===== src/rtl/mem_arb.sv =====
// mem_arb: round-robin arbiter sharing one memory bus between
// instruction fetch and load/store, with a bus watchdog.
module mem_arb #(
    parameter int AW      = 32,
    parameter int DW      = 32,
    parameter int TIMEOUT = 255
) (
    input  logic            i_clk,
    input  logic            i_rst,
    input  logic            i_if_req,
    input  logic [AW-1:0]   i_if_addr,
    output logic            o_if_ready,
    output logic [DW-1:0]   o_if_data,
    input  logic            i_d_rd_req,
    input  logic            i_d_wr_req,
    input  logic [AW-1:0]   i_d_addr,
    input  logic [DW/8-1:0] i_d_be,
    input  logic [DW-1:0]   i_d_wr_data,
    output logic            o_d_rd_ready,
    output logic            o_d_wr_ready,
    output logic [DW-1:0]   o_d_rd_data,
    output logic            o_m_rd_req,
    output logic            o_m_wr_req,
    output logic [AW-1:0]   o_m_addr,
    output logic [DW/8-1:0] o_m_be,
    output logic [DW-1:0]   o_m_wr_data,
    input  logic            i_m_ack,
    input  logic [DW-1:0]   i_m_rd_data,
    output logic            o_bus_err
);

    localparam int BW = DW / 8;
    localparam int CW = (TIMEOUT > 0) ? $clog2(TIMEOUT + 1) : 1;
    localparam logic [CW-1:0] TMAX = CW'(TIMEOUT);

    typedef enum logic [1:0] {IDLE, BUS_I, BUS_D, RESP} state_t;

    state_t          r_state, w_state;
    logic            r_last_d, w_last_d;
    logic            r_wr, w_wr;
    logic [CW-1:0]   r_cnt, w_cnt;
    logic [AW-1:0]   r_m_addr, w_m_addr;
    logic [BW-1:0]   r_m_be, w_m_be;
    logic [DW-1:0]   r_m_wdata, w_m_wdata;
    logic            r_m_rd_req, w_m_rd_req;
    logic            r_m_wr_req, w_m_wr_req;
    logic [DW-1:0]   r_if_data, w_if_data;
    logic [DW-1:0]   r_d_rd_data, w_d_rd_data;
    logic            r_if_ready, w_if_ready;
    logic            r_d_rd_ready, w_d_rd_ready;
    logic            r_d_wr_ready, w_d_wr_ready;
    logic            r_bus_err, w_bus_err;
    logic            w_d_req, w_pick_i, w_done, w_tout;
    logic [DW-1:0]   w_rdata;

    // Next-state and next-register values for the arbiter FSM
    always_comb begin
        w_state      = r_state;
        w_last_d     = r_last_d;
        w_wr         = r_wr;
        w_cnt        = r_cnt;
        w_m_addr     = r_m_addr;
        w_m_be       = r_m_be;
        w_m_wdata    = r_m_wdata;
        w_m_rd_req   = r_m_rd_req;
        w_m_wr_req   = r_m_wr_req;
        w_if_data    = r_if_data;
        w_d_rd_data  = r_d_rd_data;
        w_if_ready   = 1'b0;
        w_d_rd_ready = 1'b0;
        w_d_wr_ready = 1'b0;
        w_bus_err    = 1'b0;
        w_done       = 1'b0;
        w_tout       = 1'b0;
        w_rdata      = '0;
        w_d_req      = i_d_rd_req | i_d_wr_req;
        w_pick_i     = i_if_req & (~w_d_req | r_last_d);
        unique case (r_state)
            IDLE: begin
                w_cnt = '0;
                if (w_pick_i) begin
                    w_state    = BUS_I;
                    w_last_d   = 1'b0;
                    w_wr       = 1'b0;
                    w_m_addr   = i_if_addr;
                    w_m_be     = '1;
                    w_m_wdata  = '0;
                    w_m_rd_req = 1'b1;
                end else if (w_d_req) begin
                    w_state    = BUS_D;
                    w_last_d   = 1'b1;
                    w_wr       = i_d_wr_req;
                    w_m_addr   = i_d_addr;
                    w_m_be     = i_d_be;
                    w_m_wdata  = i_d_wr_data;
                    w_m_rd_req = ~i_d_wr_req;
                    w_m_wr_req = i_d_wr_req;
                end
            end
            BUS_I, BUS_D: begin
                if (i_m_ack) begin
                    w_done  = 1'b1;
                    w_rdata = r_wr ? '0 : i_m_rd_data;
                end else if (TIMEOUT != 0 && r_cnt == TMAX) begin
                    w_done = 1'b1;
                    w_tout = 1'b1;
                end else if (r_cnt != '1) begin
                    w_cnt = r_cnt + 1'b1;
                end
                if (w_done) begin
                    w_state    = RESP;
                    w_m_rd_req = 1'b0;
                    w_m_wr_req = 1'b0;
                    w_bus_err  = w_tout;
                    if (r_state == BUS_I) begin
                        w_if_ready = 1'b1;
                        w_if_data  = w_rdata;
                    end else if (r_wr) begin
                        w_d_wr_ready = 1'b1;
                    end else begin
                        w_d_rd_ready = 1'b1;
                        w_d_rd_data  = w_rdata;
                    end
                end
            end
            RESP: w_state = IDLE;
            default: w_state = IDLE;
        endcase
    end

    // State register with synchronous reset
    always_ff @(posedge i_clk) begin
        if (i_rst) begin
            r_state <= IDLE;
        end else begin
            r_state <= w_state;
        end
    end

    // Latched request fields, watchdog and registered outputs
    always_ff @(posedge i_clk) begin
        if (i_rst) begin
            r_last_d     <= 1'b0;
            r_wr         <= 1'b0;
            r_cnt        <= '0;
            r_m_addr     <= '0;
            r_m_be       <= '0;
            r_m_wdata    <= '0;
            r_m_rd_req   <= 1'b0;
            r_m_wr_req   <= 1'b0;
            r_if_data    <= '0;
            r_d_rd_data  <= '0;
            r_if_ready   <= 1'b0;
            r_d_rd_ready <= 1'b0;
            r_d_wr_ready <= 1'b0;
            r_bus_err    <= 1'b0;
        end else begin
            r_last_d     <= w_last_d;
            r_wr         <= w_wr;
            r_cnt        <= w_cnt;
            r_m_addr     <= w_m_addr;
            r_m_be       <= w_m_be;
            r_m_wdata    <= w_m_wdata;
            r_m_rd_req   <= w_m_rd_req;
            r_m_wr_req   <= w_m_wr_req;
            r_if_data    <= w_if_data;
            r_d_rd_data  <= w_d_rd_data;
            r_if_ready   <= w_if_ready;
            r_d_rd_ready <= w_d_rd_ready;
            r_d_wr_ready <= w_d_wr_ready;
            r_bus_err    <= w_bus_err;
        end
    end

    assign o_if_ready   = r_if_ready;
    assign o_if_data    = r_if_data;
    assign o_d_rd_ready = r_d_rd_ready;
    assign o_d_wr_ready = r_d_wr_ready;
    assign o_d_rd_data  = r_d_rd_data;
    assign o_m_rd_req   = r_m_rd_req;
    assign o_m_wr_req   = r_m_wr_req;
    assign o_m_addr     = r_m_addr;
    assign o_m_be       = r_m_be;
    assign o_m_wr_data  = r_m_wdata;
    assign o_bus_err    = r_bus_err;

endmodule


===== config.mk =====
export PLATFORM = sky130hd
export DESIGN_NAME = mem_arb
export DESIGN_NICKNAME = d
export VERILOG_FILES = /design/src/rtl/mem_arb.sv
export SDC_FILE = /design/constraint.sdc
export NUM_CORES = 1
export LEC_CHECK = 0
export CAP_MARGIN = 20
export CORE_MARGIN = 8
export CORE_UTILIZATION = 30
export DETAILED_ROUTE_END_ITERATION = 10
export HOLD_SLACK_MARGIN = 0.08
export SYNTH_ARGS = -nofsm -noshare
export SYNTH_HDL_FRONTEND = slang
export SYNTH_SLANG_ARGS = --single-unit

===== constraint.sdc =====
create_clock -name i_clk -period 3.92 [get_ports i_clk]
set_clock_uncertainty 0.2 [all_clocks]
set_input_delay 0.392 -clock i_clk [delete_from_list [all_inputs] [get_ports i_clk]]
set_output_delay 0.392 -clock i_clk [all_outputs]
set_load 0.02 [all_outputs]

# Word level (Yosys, flattened, before mapping)
# Index checks and enable logic that the tools add are counted.
dict set report totals {
  ff_bits 150
  in_bits 138
  out_inout_bits 138
  elab_cells 83
}
dict set report classes {
  add_sub_neg 1
  eq_ne 12
  n_mux 32
  bitwise_logic 9
  reduce_logical 14
}
# op n
set op_table {}
lappend op_table {{$mux 32} 6}
lappend op_table {{$mux 8} 3}
lappend op_table {{$pmux 8 s2} 1}
lappend op_table {{$mux 1} 14}
lappend op_table {{$ne 2x2->1 const B} 6}
lappend op_table {{$reduce_and 4->1} 3}
lappend op_table {{$add 8x1->8 const B} 1}
lappend op_table {{$eq 8x8->1 const B} 1}
lappend op_table {{$mux 4} 2}
lappend op_table {{$ne 8x8->1 const B} 1}
lappend op_table {{$reduce_or 4->1} 2}
lappend op_table {{$mux 2} 3}
lappend op_table {{$not 1->1} 6}
lappend op_table {{$pmux 2 s3} 1}
lappend op_table {{$reduce_and 3->1} 2}
lappend op_table {{$eq 2x2->1 const B} 2}
lappend op_table {{$pmux 1 s2} 2}
lappend op_table {{$reduce_and 2->1} 2}
lappend op_table {{$reduce_bool 2->1} 2}
lappend op_table {{$ne 3x3->1 const B} 1}
lappend op_table {{$reduce_or 3->1} 1}
lappend op_table {{$eq 2x1->1 const B} 1}
lappend op_table {{$logic_not 2->1} 1}
lappend op_table {{$or 1x1->1} 2}
lappend op_table {{other kinds (2)} 2}

# Depth between registers and ports, before layout
# Gate-level depths: netlist of run 1.
dict set report depth {
  depth_word 6
  mapped_depth 8
  ltp_nobuf 6
}

# Worst setup path before layout of run 1
# Ideal clock, no wire load.
dict set report synth_path {
  path_type {flip-flop to flip-flop}
  start {reg r_state[0]}
  end {reg r_if_data[10], in the netlist o_if_data[10]}
  setup_ps 142
  arrival_ps 1554
  required_time_ps 3578
  setup_slack_ps 2024
  stages_incl_launch_ff 9
  n_path_buf 2
  synth_period_minus_slack_ps 1896
  path_cell_list {dfxtp_1 inv_1 ha_1 and2b_1 and3_1 buf_4 buf_4 a21oi_1 a311oi_1}
}
dict set report synth_via {
  elab_chain_cells 3
  word_cells_on_any_way 4
  classes_between {eq/ne (2); reduce/logical (2)}
}
# item line_no
set synth_rtl {}
lappend synth_rtl {{start, declared} 38} ;# state_t r_state, w_state;
lappend synth_rtl {{start signal, assigned} 136} ;# r_state <= w_state;
lappend synth_rtl {{$eq 2x1->1 / $eq 2x2->1 (equally long branches)} {78, 115}}
lappend synth_rtl {{$reduce_or 2->1} 78} ;# unique case (r_state)
lappend synth_rtl {{$reduce_and 3->1 (no source line) *} -}
lappend synth_rtl {{end signal, assigned} 166} ;# r_if_data <= w_if_data;
lappend synth_rtl {{end, declared} 47} ;# logic [DW-1:0] r_if_data, w_if_data;
# Mark *: on every way between the ends. The rest lies on a longest branch, timed or not.
# A chain may end at the register's enable or synchronous reset.

# Final worst setup path of run 1
dict set report layout_path {
  start {reg r_state[0]}
  end {reg r_if_data[6], in the netlist o_if_data[6]}
}
# The elaborated chain is that of the path after synthesis.

==> impl_metrics.toml, run 1 <==
[status]
status = "completed"

[drt]
wl_mm = 19.2
drtIter0Drc = 221
drc_errors = 0
ant_nets = 0
dr.pass1.iters = 5
viasPerCell = 5.01
routedWlPerCell_um = 17.8
vias = 5411

[floorplanning]
ios = 276
std_cell_rows = 50
fp.dieH_um = 154
start_util = 0.306
die_w_um = 154
dieArea_um2 = 23700
core-area_um2 = 18700

[global_routing]
antenna_found_initial = 0
first_global_vias = 5647
grt_overflow = 0
grt_pass1_wl_mm = 30.1
grt_start_max_net_pins = 65
grt_usage = 0.157

[pwr]
ir_worst_vdd_v = 0.000345
p_leak_nw = 3.45
powerDensity_nw_per_um2 = 649
internal_power_mw = 3.84
netSwitchingFraction = 0.355
power.switching_mw = 2.11
p_comb_frac = 0.384
seqPwrFrac = 0.340
power_frac_clock = 0.276

[cts]
clkLatencyLatePin_ps = 410
cts-buffers-inserted = 17
post_cts_buffers = 0
cts_root_buf = "clkbuf_16"
tritoncts = "done"
h-tree-depth = 4
cts_buffer_depth = 2
clock-sinks = 150
post_cts_resized = 0
cts.clk_slew.worst_paths_ps = 70
hold_buffers = 0

[timing]
tns_ps = 0
hold_violations = 0
setup_viol = 0
finalMaxSlewViolations = 0
tightest_slew_ps = 1050
rsz0062_at_grt = "false"
max_slew_margin = 0.297
fin_crit_sh = 0.701
fmaxAchievable_ghz = 0.364
whs_ps = 269
final.min_clock_period_ps = 2750

[critical_path]
cp_max_fo = 64
crit_type = "flop to flop"
start_kind = "flop"
cp_data_required_time_ps = 4030
crit_arrival_ps = 2860
cp-end-kind = "flop"

[run]
cap_viol_max_count = 0

[synthesis]
ys.warnings.count = 0
synthArstFlopShare = 0
yosysTopAreaCell = "dfxtp_1"
ys_types = 44
synth_nets = 725
synth_area_leaders = "dfxtp_1 52%, mux2i_1 6.1%, a21oi_1 6.0%, a22o_1 4.9%, a311oi_1 4.9%"
avgSynthCellArea_um2 = 9.80
seq_area_frac_synth = 0.525
ys_ff_latch = 150
synthFlopType = "dfxtp_1"
yosysTopAreaCellShare = 0.525
synth-edff-count = 0
syn_inst = 584
syn-cell-area_um2 = 5720

[layout]
drive_gt1_frac = 0.0591
syn2layout_area_growth_pct = 60.2
postLayoutCoreUtil = 0.490
design_area_um2 = 9170
nets = 974
stdcell_count = 1080
diodes = 0

[place]
gp_congestion = 0.757
dp_hpwl_mm = 14.3
dpl_cell_area_um2 = 8570
portBuffers = 275
dp.cells = 1048

[hold_path]
hold_path_class = "flop to flop"
==> metal layers <==
layer	share of wire	GRT usage
met4	0.0094	0.0523
met5	0	0
met1	0.42	0.174
met2	0.48	0.261
met3	0.094	0.0734
==> power groups by stage <==
stage,sequential (mW),combinational (mW),clock [mW]
2_1_floorplan,2.40,0.931,0
4_1_cts,2.02,2.31,1.69
6_report,2.02,2.28,1.64
3_5_place_dp,2.05,2.31,0
5_1_grt,2.06,2.46,1.77
3_3_place_gp,2.04,2.25,0
==> worst max-delay path, cell delays in order, from the launching register on <==
cell,delay (ps)
dfxtp_1,370
inv_1,70
ha_1,380
and2b_1,220
and3_2,900
a21oi_1,180
a311oi_1,290
==> kinds of logic (layout without fill, tap and decap cells) <==
family	Yosys count	in the layout	synth area share
flip-flops	150	150	0.525
buffers and inverters	57	319	0.0505
multiplexers	36	36	0.0632
XOR/XNOR	2	2	0.00306
AND/OR/NAND/NOR	113	113	0.0875
AO/OA/AOI/OAI	223	223	0.264
adder cells (fa/ha/maj)	3	3	0.00656
==> metrics by stage <==
| step | total power, mW | setup slack [ps] |
|---|---|---|
| 3_5_place_dp | 4.36 | 1040 |
| 3_3_place_gp | 4.29 | 1140 |
| 5_1_grt | 6.29 | 922 |
| 2_1_floorplan | 3.33 | 2020 |
| 6_report | 5.95 | 1170 |
| 4_1_cts | 6.03 | 1150 |
==> sequential cells by signal, summed over array words and instances (netlist names) <==
register      cells
o_bus_err         1
o_d_rd_data      32
o_d_rd_ready      1
o_d_wr_ready      1
o_if_data        32
o_if_ready        1
o_m_addr         32
o_m_be            4
o_m_rd_req        1
o_m_wr_data      32
o_m_wr_req        1
r_cnt             8
r_last_d          1
r_state           2
r_wr              1
==> final cells by class <==
cell class	instances	area [um2]
Multi-Input combinational cell	377	2450
Sequential cell	150	3000
Inverter	4	15.0
Fill cell	1695	9540
Tap cell	234	293
Timing Repair Buffer	283	2810
Clock inverter	12	143
Clock buffer	20	457
==> synthesized netlist by cell type (2+ instances only) <==
library cell,number
a311oi_1,32
a22oi_1,32
mux2i_1,35
a32oi_1,2
clkbuf_1,21
nand3_1,3
a22o_1,32
nand2b_1,3
a31oi_1,2
nand2_1,43
nor2_1,47
inv_1,4
xor2_1,2
o22ai_1,4
dfxtp_1,150
a21oi_1,69
o21bai_2,2
ha_1,3
and3_1,5
buf_6,2
and2_1,2
o2111ai_1,2
nor2b_1,2
buf_4,9
o21ai_0,37
buf_2,21
==> cells in the final DEF, fill, tap and decap left out, drive strengths merged, types with 20 or more instances in the layout <==
master           n
a21oi           70
clkdlybuf4s50  274
a22oi           32
mux2i           35
dfxtp          150
clkbuf          20
a311oi          32
nor2            47
o21ai           38
nand2           43
a22o            32
==> worst paths after layout <==
kind / from / to / slack (ps) / depth (start not counted)
worst min register to register: r_last_d / r_last_d / 270 / 2
worst min-delay path: r_last_d / r_last_d / 270 / 2
worst max-delay path: r_state[0] / o_if_data[6] / 1170 / 6
worst max register to register: r_state[0] / o_if_data[6] / 1170 / 6
Power figures use the tool's default switching activity.
==> run 2: changes to the inputs <==
==> constraint.sdc (replaced) <==
create_clock -name i_clk -period 2.7 [get_ports i_clk]
set_clock_uncertainty 0.2 [all_clocks]
set_input_delay 0.27 -clock i_clk [delete_from_list [all_inputs] [get_ports i_clk]]
set_output_delay 0.27 -clock i_clk [all_outputs]
set_load 0.02 [all_outputs]
==> run 2 against run 1 <==
Clock-buffer cell count is 1 higher. First-iteration DRC count is 27% lower. Sequential cell count stayed put. Register-to-register slack worse by 690 ps. Core utilization is 0.15 points higher. Largest cell class unchanged.
==> impl_metrics.toml, run 2 (synthesis results as in run 1) <==
[status]
status = "completed"

[critical_path]
r2r-start = "r_state[0]"
reg2reg_depth = 7
cp_data_required_time_ps = 2810
crit_arrival_ps = 2330
rrSetupSlack_ps = 480
cp_max_fo = 64
reg2reg_to = "o_if_data[8]"
start_kind = "flop"
crit_type = "flop to flop"
cp-end-kind = "flop"

[timing]
final.min_clock_period_ps = 2220
tns_ps = 0
setup_viol = 0
rsz0062_at_grt = "false"
fmaxAchievable_ghz = 0.451
finalMaxSlewViolations = 0
tightest_slew_ps = 548
fin_crit_sh = 0.822
max_slew_margin = 0.631
hold_violations = 0

[drt]
drtIter0Drc = 161
wl_mm = 18.9
viasPerCell = 4.96
routedWlPerCell_um = 17.5
ant_nets = 0
vias = 5381
dr.pass1.iters = 4
drc_errors = 0

[floorplanning]
std_cell_rows = 50
start_util = 0.306
core-area_um2 = 18700
fp.dieH_um = 154
ios = 276
die_w_um = 154
dieArea_um2 = 23700

[layout]
drive_gt1_frac = 0.0623
final_common_cell = "clkdlybuf4s50_1"
fill_cells = 1733
final_cell_mix = "274 x clkdlybuf4s50_1, 150 x dfxtp_1, 69 x a21oi_1"
stdcell_count = 1085
multiInputGateArea_um2 = 2450
ff_latch_area_um2 = 3000
nets = 979
syn2layout_area_growth_pct = 60.7
diodes = 0

[run]
cap_viol_max_count = 0

[cts]
post_cts_resized = 0
post_cts_buffers = 0
cts-buffers-inserted = 17
cts.clk_slew.worst_paths_ps = 60
clkLatencyLatePin_ps = 410
cts_buffer_depth = 2
hold_buffers = 0
clock-sinks = 150
cts_root_buf = "clkbuf_16"
tritoncts = "done"
h-tree-depth = 4

[global_routing]
grt_usage = 0.158
first_global_vias = 5572
grt_start_max_net_pins = 65
grt_overflow = 0
grt_pass1_wl_mm = 30.4
antenna_found_initial = 0

[pwr]
p_leak_nw = 3.46
power.switching_mw = 3.05
powerDensity_nw_per_um2 = 927
internal_power_mw = 5.47
ir_worst_vdd_v = 0.000402
power_frac_clock = 0.261
p_comb_frac = 0.395
netSwitchingFraction = 0.358
seqPwrFrac = 0.344

[hold_path]
hold_path_class = "primary input to flop"
hold_path_startpoint = "i_rst"
hold_end = "o_d_rd_ready"
min_path_cells = 3

[place]
gp_congestion = 0.737
dp.cells = 1053
dp_hpwl_mm = 14.0
portBuffers = 275
==> run 2: changes by cell type in the layout (fill, tap and decap cells not counted), moves of 2 or more <==
cell / change
clkbuf_1: +2
buf_12: +3
clkinv_2: +2
inv_6: -3
clkinv_4: +2
buf_4: +2
==> run 2: metrics by stage <==
stage               hold WS, ps  setup WS, ps   util  power [mW]  instance area (um2)
detailed placement          256           487  0.462        6.37                 8640
floorplan                   203           804      -        4.84                 5720
finish                      111           482  0.492        8.52                 9200
global placement            256           531  0.462        6.29                 8640
global route                133           245  0.492        9.03                 9200
CTS                        88.8           479  0.492        8.63                 9200
==> run 2: power groups by stage <==
stage	Combinational [mW]	Sequential (mW)	Clock, mW
final	3.37	2.93	2.22
after global routing	3.63	3.00	2.40
after CTS	3.42	2.93	2.28
after detailed placement	3.40	2.97	0
after global placement	3.33	2.96	0
after floorplan	1.35	3.48	0
==> run 2: worst max path at each step <==
stage / start / to / slack (ps) / cells after the start
finish: r_state[0] / o_if_data[8] / 480 / 7
global route: r_state[0] / o_if_data[3] / 240 / 7
CTS: r_state[0] / o_if_data[3] / 480 / 7
detailed placement: r_state[0] / o_if_data[3] / 490 / 7
global placement: i_d_wr_req / o_m_addr[25] / 530 / 6
floorplan: r_state[0] / o_if_data[10] / 800 / 8
==> run 2: area by class of cell <==
cell class | instances | share of cell area
clock buffer | 21 | 0.0490
clock inverter | 11 | 0.0112
inverter | 4 | 0.00163
multi-input combinational | 377 | 0.266
sequential | 150 | 0.327
tap | 234 | 0.0318
timing repair buffer | 288 | 0.314
==> run 2: metal layers <==
layer  share of wire  wire length, um  up-vias  GRT usage
met5               0                0        -          0
met1            0.42             8010     2502      0.185
met4          0.0097              184        0     0.0448
li1                -                -     2669          -
met3           0.091             1730       14     0.0647
met2            0.48             9030      196      0.260
==> run 2: critical path: stages (launching register included) <==
cell	delay, ps
dfxtp_1	350
inv_1	60
ha_1	390
and2b_1	240
and3_2	230
buf_12	250
a21oi_1	110
a311oi_1	260
